`src/rtl/cpu_hazard_pkg.sv`:
```
// Shared CPU hazard definitions: opcodes, producer classes, stall causes and
// the default producer latencies used by the ID-stage hazard scoreboard.
package cpu_hazard_pkg;

  localparam logic [5:0] OP_RTYPE = 6'h00;
  localparam logic [5:0] OP_J     = 6'h02;
  localparam logic [5:0] OP_BEQ   = 6'h04;
  localparam logic [5:0] OP_BNE   = 6'h05;
  localparam logic [5:0] OP_ADDI  = 6'h08;
  localparam logic [5:0] OP_SLTI  = 6'h0A;
  localparam logic [5:0] OP_LW    = 6'h23;
  localparam logic [5:0] OP_SW    = 6'h2B;

  typedef enum logic {
    CLS_ALU  = 1'b0,
    CLS_LOAD = 1'b1
  } wr_class_e;

  typedef enum logic [1:0] {
    CAUSE_NONE     = 2'b00,
    CAUSE_ALU_BR   = 2'b01,
    CAUSE_LOAD_USE = 2'b10,
    CAUSE_LOAD_BR  = 2'b11
  } stall_cause_e;

  localparam int DEF_ALU_LAT      = 1;
  localparam int DEF_LOAD_LAT     = 2;
  localparam int DEF_BYPASS_SLACK = 1;

endpackage

```
`src/rtl/hazard_scoreboard_if.sv`:
```
// ID-stage view of the hazard scoreboard: the decoded instruction and flush
// flow from the pipeline (master) into the scoreboard (slave), stall flows back.
interface hazard_scoreboard_if #(parameter int NREGS = 32);

  localparam int RW = $clog2(NREGS);

  logic          id_valid;
  logic [RW-1:0] id_rs;
  logic [RW-1:0] id_rt;
  logic          id_use_rs;
  logic          id_use_rt;
  logic          id_is_branch;
  logic          id_wr_en;
  logic [RW-1:0] id_wr_reg;
  logic          id_wr_class;
  logic          flush;
  logic          stall;
  logic [1:0]    stall_cause;

  modport master (
    output id_valid, id_rs, id_rt, id_use_rs, id_use_rt, id_is_branch,
           id_wr_en, id_wr_reg, id_wr_class, flush,
    input  stall, stall_cause
  );

  modport slave (
    input  id_valid, id_rs, id_rt, id_use_rs, id_use_rt, id_is_branch,
           id_wr_en, id_wr_reg, id_wr_class, flush,
    output stall, stall_cause
  );

endinterface

```
`src/rtl/hazard_reg_counter.sv`:
```
// Per-register result countdown: a new writer reloads it (winning over the
// decrement), otherwise it counts down to zero. Also remembers producer class.
module hazard_reg_counter #(
  parameter int CW = 2
) (
  input  logic          clk,
  input  logic          reset,
  input  logic          load,
  input  logic [CW-1:0] load_val,
  input  logic          load_class,
  output logic [CW-1:0] count,
  output logic          cls
);

  always_ff @(posedge clk or posedge reset) begin
    if (reset) begin
      count <= '0;
      cls   <= 1'b0;
    end else if (load) begin
      count <= load_val;
      cls   <= load_class;
    end else if (count != '0) begin
      count <= count - CW'(1);
    end
  end

endmodule

```
`src/rtl/hazard_scoreboard.sv`:
```
// ID-stage RAW hazard scoreboard with countdown per architectural register.
// Define STALL_STATS_EN to build the saturating stall_cycles counter.
module hazard_scoreboard
  import cpu_hazard_pkg::*;
#(
  parameter int NREGS        = 32,
  parameter int ALU_LAT      = DEF_ALU_LAT,
  parameter int LOAD_LAT     = DEF_LOAD_LAT,
  parameter int BYPASS_SLACK = DEF_BYPASS_SLACK
) (
  input  logic                 clk,
  input  logic                 reset,
  hazard_scoreboard_if.slave   id,
  output logic [NREGS-1:0]     pending,
  output logic [31:0]          stall_cycles
);

  localparam int RW     = $clog2(NREGS);
  localparam int MAXLAT = (ALU_LAT > LOAD_LAT) ? ALU_LAT : LOAD_LAT;
  localparam int CW     = $clog2(MAXLAT + 1);

  logic [CW-1:0] cnt [NREGS];
  logic          cls [NREGS];
  logic          issue;
  logic [CW-1:0] load_val;

  assign issue    = id.id_valid && !id.stall && !id.flush && !reset;
  assign load_val = id.id_wr_class ? CW'(LOAD_LAT) : CW'(ALU_LAT);

  // Register 0 never loads, so its counter stays at zero forever.
  for (genvar r = 0; r < NREGS; r++) begin : g_reg
    hazard_reg_counter #(.CW(CW)) u_cnt (
      .clk        (clk),
      .reset      (reset),
      .load       (issue && id.id_wr_en && (id.id_wr_reg == RW'(r)) && (r != 0)),
      .load_val   (load_val),
      .load_class (id.id_wr_class),
      .count      (cnt[r]),
      .cls        (cls[r])
    );
    assign pending[r] = (cnt[r] != '0);
  end

  logic [31:0]  need;
  logic         rs_hit;
  logic         rt_hit;
  logic         load_hit;
  stall_cause_e cause;

  // A source is an offender if its producer is further away than the
  // consumer can absorb; branches compare in ID and so absorb nothing.
  always_comb begin
    need     = id.id_is_branch ? 32'd0 : 32'(BYPASS_SLACK);
    rs_hit   = id.id_use_rs && (id.id_rs != '0) && (32'(cnt[id.id_rs]) > need);
    rt_hit   = id.id_use_rt && (id.id_rt != '0) && (32'(cnt[id.id_rt]) > need);
    load_hit = (rs_hit && cls[id.id_rs]) || (rt_hit && cls[id.id_rt]);
    id.stall = id.id_valid && !id.flush && !reset && (rs_hit || rt_hit);
    cause    = CAUSE_NONE;
    if (id.stall) begin
      if (load_hit)
        cause = id.id_is_branch ? CAUSE_LOAD_BR : CAUSE_LOAD_USE;
      else
        cause = CAUSE_ALU_BR;
    end
    id.stall_cause = cause;
  end

`ifdef STALL_STATS_EN
  logic [31:0] stat_q;

  always_ff @(posedge clk or posedge reset) begin
    if (reset)
      stat_q <= '0;
    else if (id.stall && (stat_q != 32'hFFFF_FFFF))
      stat_q <= stat_q + 32'd1;
  end

  assign stall_cycles = stat_q;
`else
  assign stall_cycles = '0;
`endif

endmodule

```
`src/flat_wrapper.sv`:
```
// flat-port wrapper written by rule: the top's interface ports become plain ports
module hazard_scoreboard_flat import cpu_hazard_pkg::*;
#(
  parameter int NREGS        = 32,
  parameter int ALU_LAT      = DEF_ALU_LAT,
  parameter int LOAD_LAT     = DEF_LOAD_LAT,
  parameter int BYPASS_SLACK = DEF_BYPASS_SLACK
)
  (clk, reset, pending, stall_cycles, id_id_valid, id_id_rs, id_id_rt, id_id_use_rs, id_id_use_rt, id_id_is_branch, id_id_wr_en, id_id_wr_reg, id_id_wr_class, id_flush, id_stall, id_stall_cause);
  hazard_scoreboard_if #(.NREGS(NREGS)) id_i ();
  input  logic clk;
  input  logic reset;
  output logic [NREGS-1:0] pending;
  output logic [31:0] stall_cycles;
  input wire logic [$bits(id_i.id_valid)-1:0] id_id_valid;
  input wire logic [$bits(id_i.id_rs)-1:0] id_id_rs;
  input wire logic [$bits(id_i.id_rt)-1:0] id_id_rt;
  input wire logic [$bits(id_i.id_use_rs)-1:0] id_id_use_rs;
  input wire logic [$bits(id_i.id_use_rt)-1:0] id_id_use_rt;
  input wire logic [$bits(id_i.id_is_branch)-1:0] id_id_is_branch;
  input wire logic [$bits(id_i.id_wr_en)-1:0] id_id_wr_en;
  input wire logic [$bits(id_i.id_wr_reg)-1:0] id_id_wr_reg;
  input wire logic [$bits(id_i.id_wr_class)-1:0] id_id_wr_class;
  input wire logic [$bits(id_i.flush)-1:0] id_flush;
  output wire logic [$bits(id_i.stall)-1:0] id_stall;
  output wire logic [$bits(id_i.stall_cause)-1:0] id_stall_cause;
  assign id_i.id_valid = id_id_valid;
  assign id_i.id_rs = id_id_rs;
  assign id_i.id_rt = id_id_rt;
  assign id_i.id_use_rs = id_id_use_rs;
  assign id_i.id_use_rt = id_id_use_rt;
  assign id_i.id_is_branch = id_id_is_branch;
  assign id_i.id_wr_en = id_id_wr_en;
  assign id_i.id_wr_reg = id_id_wr_reg;
  assign id_i.id_wr_class = id_id_wr_class;
  assign id_i.flush = id_flush;
  assign id_stall = id_i.stall;
  assign id_stall_cause = id_i.stall_cause;
  hazard_scoreboard #(.NREGS(NREGS), .ALU_LAT(ALU_LAT), .LOAD_LAT(LOAD_LAT), .BYPASS_SLACK(BYPASS_SLACK)) u_core (.clk(clk), .reset(reset), .id(id_i), .pending(pending), .stall_cycles(stall_cycles));
endmodule
```
`config.mk`:
```
export PLATFORM = sky130hd
export DESIGN_NAME = hazard_scoreboard_flat
export DESIGN_NICKNAME = d
export VERILOG_FILES = /design/src/rtl/cpu_hazard_pkg.sv /design/src/rtl/hazard_scoreboard_if.sv /design/src/rtl/hazard_reg_counter.sv /design/src/rtl/hazard_scoreboard.sv /design/src/flat_wrapper.sv
export SDC_FILE = /design/constraint.sdc
export NUM_CORES = 1
export LEC_CHECK = 0
export CAP_MARGIN = 20
export CORE_MARGIN = 5
export CORE_UTILIZATION = 40
export DETAILED_ROUTE_END_ITERATION = 8
export SYNTH_ARGS = -nofsm -noshare
export SYNTH_HDL_FRONTEND = slang
export SYNTH_SLANG_ARGS = --single-unit
```
`constraint.sdc`:
```
create_clock -name clk -period 5.1 [get_ports clk]
set_input_delay 0.51 -clock clk [delete_from_list [all_inputs] [get_ports clk]]
set_output_delay 0.51 -clock clk [all_outputs]
set_load 0.01 [all_outputs]
```
# Word-level counts from Yosys, hierarchy flattened
# Cells that the tools add are included.
# Widths: inputs -> output; s select.
# word_totals
regBits	95
latchBits	0
ram_bits	0
mem_bits_ro	0
in_bits	24
out_inout_bits	67
memories	0
# op_classes
addsub	32
n_mul	0
div	0
order_cmp	4
eq_ne	31
shift	0
mux	79
n_bitwise	2
reduce_logical	114
# op_table
cell	count
$mux 2	69
$reduce_bool 2->1	63
$eq 5x5->1 const B	16
$sub 2x1->2 const B	32
$logic_and 1x1->1	44
$eq 5x4->1 const B	8
$gt 2x32->1	1
$bmux 2 s5	2
$eq 5x3->1 const B	4
$ge 6x6->1 const B	2
$not 5->6	2
$bmux 1 s5	2
$eq 5x2->1 const B	2
$reduce_bool 5->1	2
$mux 1	6
$eq 5x1->1 const B	1
$logic_not 1->1	3
$gt 2x1->1	1
$logic_or 1x1->1	2

# Longest topological paths before layout
# depth
ltp_word	15
mapped_depth	15

# Cells and area by module
# A second synthesis with hierarchy kept.
# hier_totals
cells_unflattened	804
area_unflattened_um2	8225.4
# modules_own_cells
mod	instances	cells_per_inst	area_per_inst_um2	seq_area_each_um2
hazard_reg_counter	32	15	167.7	75.1
hazard_scoreboard	1	324	2860.2	0.0

# Worst setup path after synthesis
# Ideal clock, no wire load.
# synth_path
kind	input to output
startpoint	input port id_id_rs[1]
endpoint	output port id_stall_cause[0]
t_arrival_ns	3.861
required_time_ns	4.590
setup_slack_ns	0.729
stages	13
path_buffers	4
path_cell_list	buf_2 buf_1 clkbuf_1 mux4_2 mux4_2 mux2i_1 ha_1 nor2_1 a2111oi_4 o22ai_4 buf_6 and2_1 o21a_1
# synth_rtl
item	line_no	text
from (decl)	flat_wrapper.sv:16	input wire logic [$bits(id_i.id_rs)-1:0] id_id_rs;
$not 5->6 (implied by the code)	hazard_scoreboard.sv:54	rs_hit = id.id_use_rs && (id.id_rs != '0) && (32'(cnt[id.id_rs]) > need);
$bmux 2 s5	hazard_scoreboard.sv:54	
$mux 2 (implied by the code) (2 in a row)	hazard_scoreboard.sv:54	
$gt 2x32->1	hazard_scoreboard.sv:54	
$logic_and 1x1->1 (*)	hazard_scoreboard.sv:54	
$logic_or 1x1->1 (*)	hazard_scoreboard.sv:57	id.stall = id.id_valid && !id.flush && !reset && (rs_hit || rt_hit);
$logic_and 1x1->1 (*)	hazard_scoreboard.sv:57	
named net id_stall	flat_wrapper.sv:25	output wire logic [$bits(id_i.stall)-1:0] id_stall;
$mux 2 (*)	hazard_scoreboard.sv:59	if (id.stall) begin
to (decl)	flat_wrapper.sv:26	output wire logic [$bits(id_i.stall_cause)-1:0] id_stall_cause;
# Mark *: on every way through the listed nets, which the timed path passes. The rest lies on a longest branch. The select of a mux whose other input is x is not followed.

# Worst setup path after layout
# layout_path
startpoint	input port id_id_rt[1]
endpoint	output port id_stall_cause[1]
# layout_via
elab_chain_len	10
# layout_rtl
item	line_no	text
from (decl)	flat_wrapper.sv:17	input wire logic [$bits(id_i.id_rt)-1:0] id_id_rt;
$not 5->6 (implied by the code)	hazard_scoreboard.sv:55, hazard_scoreboard.sv:56	
$bmux 2 s5	hazard_scoreboard.sv:55	rt_hit = id.id_use_rt && (id.id_rt != '0) && (32'(cnt[id.id_rt]) > need);
$mux 2 (implied by the code) (2 in a row)	hazard_scoreboard.sv:55	
$gt 2x1->1	hazard_scoreboard.sv:55	
$logic_and 1x1->1	hazard_scoreboard.sv:55	
$logic_and 1x1->1	hazard_scoreboard.sv:56	load_hit = (rs_hit && cls[id.id_rs]) || (rt_hit && cls[id.id_rt]);
$logic_or 1x1->1	hazard_scoreboard.sv:56	
$mux 2	hazard_scoreboard.sv:60	if (load_hit)
$mux 2 (*)	hazard_scoreboard.sv:59	
# Every way passes the cells marked *; elsewhere a longest branch is shown, timed or not. The select of a mux whose other input is x is not followed.

==> reports/metrics.cfg <==
[global_route]
track_usage_pct = 17.1
antenna_found_initial = 1
grt_pass1_wl_um = 28700
gr-total-overflow = 0
grt_pass1_vias = 5174
grt_max_degree = 94

[routing]
drt_iter0_drc = 356
dr_total_vias = 4882
drtPass1Iterations = 4
post_drt_wl_per_cell_um = 19.7
route.met3.wl_um = 1170
drtAntennaViolNets = 0
viasPerCell = 5.39
wl_met1_um = 7840
post-route-drc-count = 0
wirelength_um = 17800
wl_met2_um = 8380
highest_layer = met5

[critical_path]
r2r_cells = 10
ff2ff_setup_slack_ps = 1420
worst-path-max-fanout = 11
worstSetupPathType = primary input to output port
cpLargestDelayFamily = buffers and inverters
cpPeakStageDelay_ps = 610
crit_start = id_id_rt[1]
rr_endpoint = u_core.g_reg[24].u_cnt.cls
slowest_stage = clkdlybuf4s50_1
cp.depth = 13
timing.rr.start = u_core.g_reg[27].u_cnt.count[0]
cp.required_ps = 4590
startpoint_type = primary input
critPathCapture = id_stall_cause[1]
path_cells = clkdlybuf4s50_1 > buf_4 > mux4_2 > mux4_2 > mux2i_1 > ha_1 > nor2_1 > a31oi_1 > o311a_1 > nor2_1 > a22oi_1 > nor2b_1 > clkdlybuf4s50_1
end_kind = output port
path_buf_inv = 3
crit_arrival_ps = 3950

[logic_synthesis]
async_flop_share_pct = 100
netlist_instances = 624
yosys.area.top_type_share_pct = 32.2
ys_ff_latch = 95
ys_types = 45
netlist_area_mm2 = 0.00738
synthTopCellsByArea = dfrtp_1, mux4_2, mux2i_1
yosysWarnings = 0
syn_area_per_cell_um2 = 11.8
yosys_most_used_dff = dfrtp_1
ys_seq_area_share_pct = 32.2
synth_top_cell_by_area = dfrtp_1
synth-edff-count = 0

[place]
gp_congestion = 0.831
hpwl_um = 13700
dp_slack_ps = 603
dpl_cell_area_mm2 = 0.00803
io_buffers = 58

[timing]
max_freq_mhz = 224
rsz0062_at_grt = no
finalHoldViolCount = 0
worst_slew_pin_slew_ps = 931
fin_crit_sh_pct = 87.5
fin_skew_ps = 10.3
finalSetupTns_ps = 0
fin_crit_ps = 4460
setup_slack_ps = 636
relSlewSlack_pct = 37.9
slew_viol_final = 0
setup-violations-final = 0
hold_ws_ps = 514

[worst_hold_path]
hp-start = u_core.g_reg[20].u_cnt.cls
worst_hold_path_type = flip-flop to flip-flop

[clock_tree]
cts_tree = done
holdBufCountCts = 0
cts-root-buf = clkbuf_16
path_clk_slew_ps = 60
htreeDepth = 3
post_cts_buffers = 0
clockBufferDepth = 2
clock_latency_ps = 350
clock-sinks = 95
cts_resized = 0
cts_buffers = 9

[outcome]
status = complete, no violations

[die]
ios = 91
start_util_pct = 40.8
die_area_mm2 = 0.0213
core_mm2 = 0.0181
dieHeight_um = 146
num_rows = 49
die_w_um = 146

[layout]
area_growth_pct = 12.8
utilization_pct = 46.1
fin_nets = 730
final_layout_size_suffix_gt1_share_pct = 17.7
fin_area_mm2 = 0.00833
mostFrequentLayoutCell = inv_1
num-fill-cells = 1645
layout_common_cells = inv_1, dfrtp_1, mux2i_1
antenna_cells = 0

[flow_run]
drv_cap = 0

[power]
ir_drop_v = 0.000249
cellPowerDensity_mw_per_mm2 = 512
p_leak_nw = 3.93

==> kinds of logic after synthesis <==
group	count (synthesis)	share of synthesized area, %
multiplexers	186	34.5
buffers and inverters	166	10.8
flip-flops	95	32.2
AND/OR/NAND/NOR	85	10.1
adder cells (fa/ha/maj)	34	5.76
XOR/XNOR	32	3.80
AO/OA/AOI/OAI	25	2.81
other	1	0.0508
==> where the power goes <==
group	leakage [nW]	internal (mW)	total [mW]	switching, mW
registers	1.18	1.05	1.38	0.327
clock network	0.147	0.409	0.700	0.292
logic	2.60	1.15	2.19	1.04
==> layer usage <==
| metal | GRT usage, % | vias to the layer above |
|---|---|---|
| li1 | - | 2232 |
| met3 | 3.61 | 31 |
| met5 | 0 | - |
| met2 | 27.2 | 155 |
| met1 | 23.5 | 2462 |
| met4 | 5.70 | 2 |
==> state kept, by name, indices dropped and copies added, names as in the netlist <==
signal and cells:
u_core.g.u_cnt.count 64, u_core.g.u_cnt.cls 31
==> Yosys cell counts, types with 2 or more instances <==
library cell  count
clkbuf_1         16
mux2_1           58
nor3_2            2
and3_1            2
mux2i_1          71
nor2_1            7
nor3_1            2
nor3_4           29
buf_4            34
nor2b_1           7
o21ai_0           9
buf_2             4
inv_1           101
mux4_2           48
buf_1             4
xor2_1           31
nand2_1          26
buf_6             6
dfrtp_1          95
a22oi_1           2
a2111oi_0         2
nand3_1           3
nand2b_1          2
mux2_2            9
ha_1             34
==> cell type report <==
class	instances	area [µm²]	area share, %
tap	229	287	3.44
multi-input combinational	394	4320	51.9
clock inverter	2	38.8	0.466
clock buffer	14	264	3.17
timing repair buffer	70	656	7.87
inverter	102	384	4.61
sequential	95	2380	28.5
==> metrics by stage <==
step / std cells / total power [mW]
after floorplan: 655 / 2.88
after global placement: 890 / 3.45
after detailed placement: 890 / 3.60
after CTS: 906 / 4.33
after global routing: 906 / 4.63
final: 906 / 4.27
==> worst min path at each step <==
stage               depth (start not counted)                         end
floorplan                                   1  u_core.g_reg[14].u_cnt.cls
global placement                            1  u_core.g_reg[19].u_cnt.cls
detailed placement                          1  u_core.g_reg[19].u_cnt.cls
CTS                                         1  u_core.g_reg[19].u_cnt.cls
global route                                1  u_core.g_reg[23].u_cnt.cls
finish                                      1  u_core.g_reg[20].u_cnt.cls
Note: power is estimated with default switching activity, not from simulation.
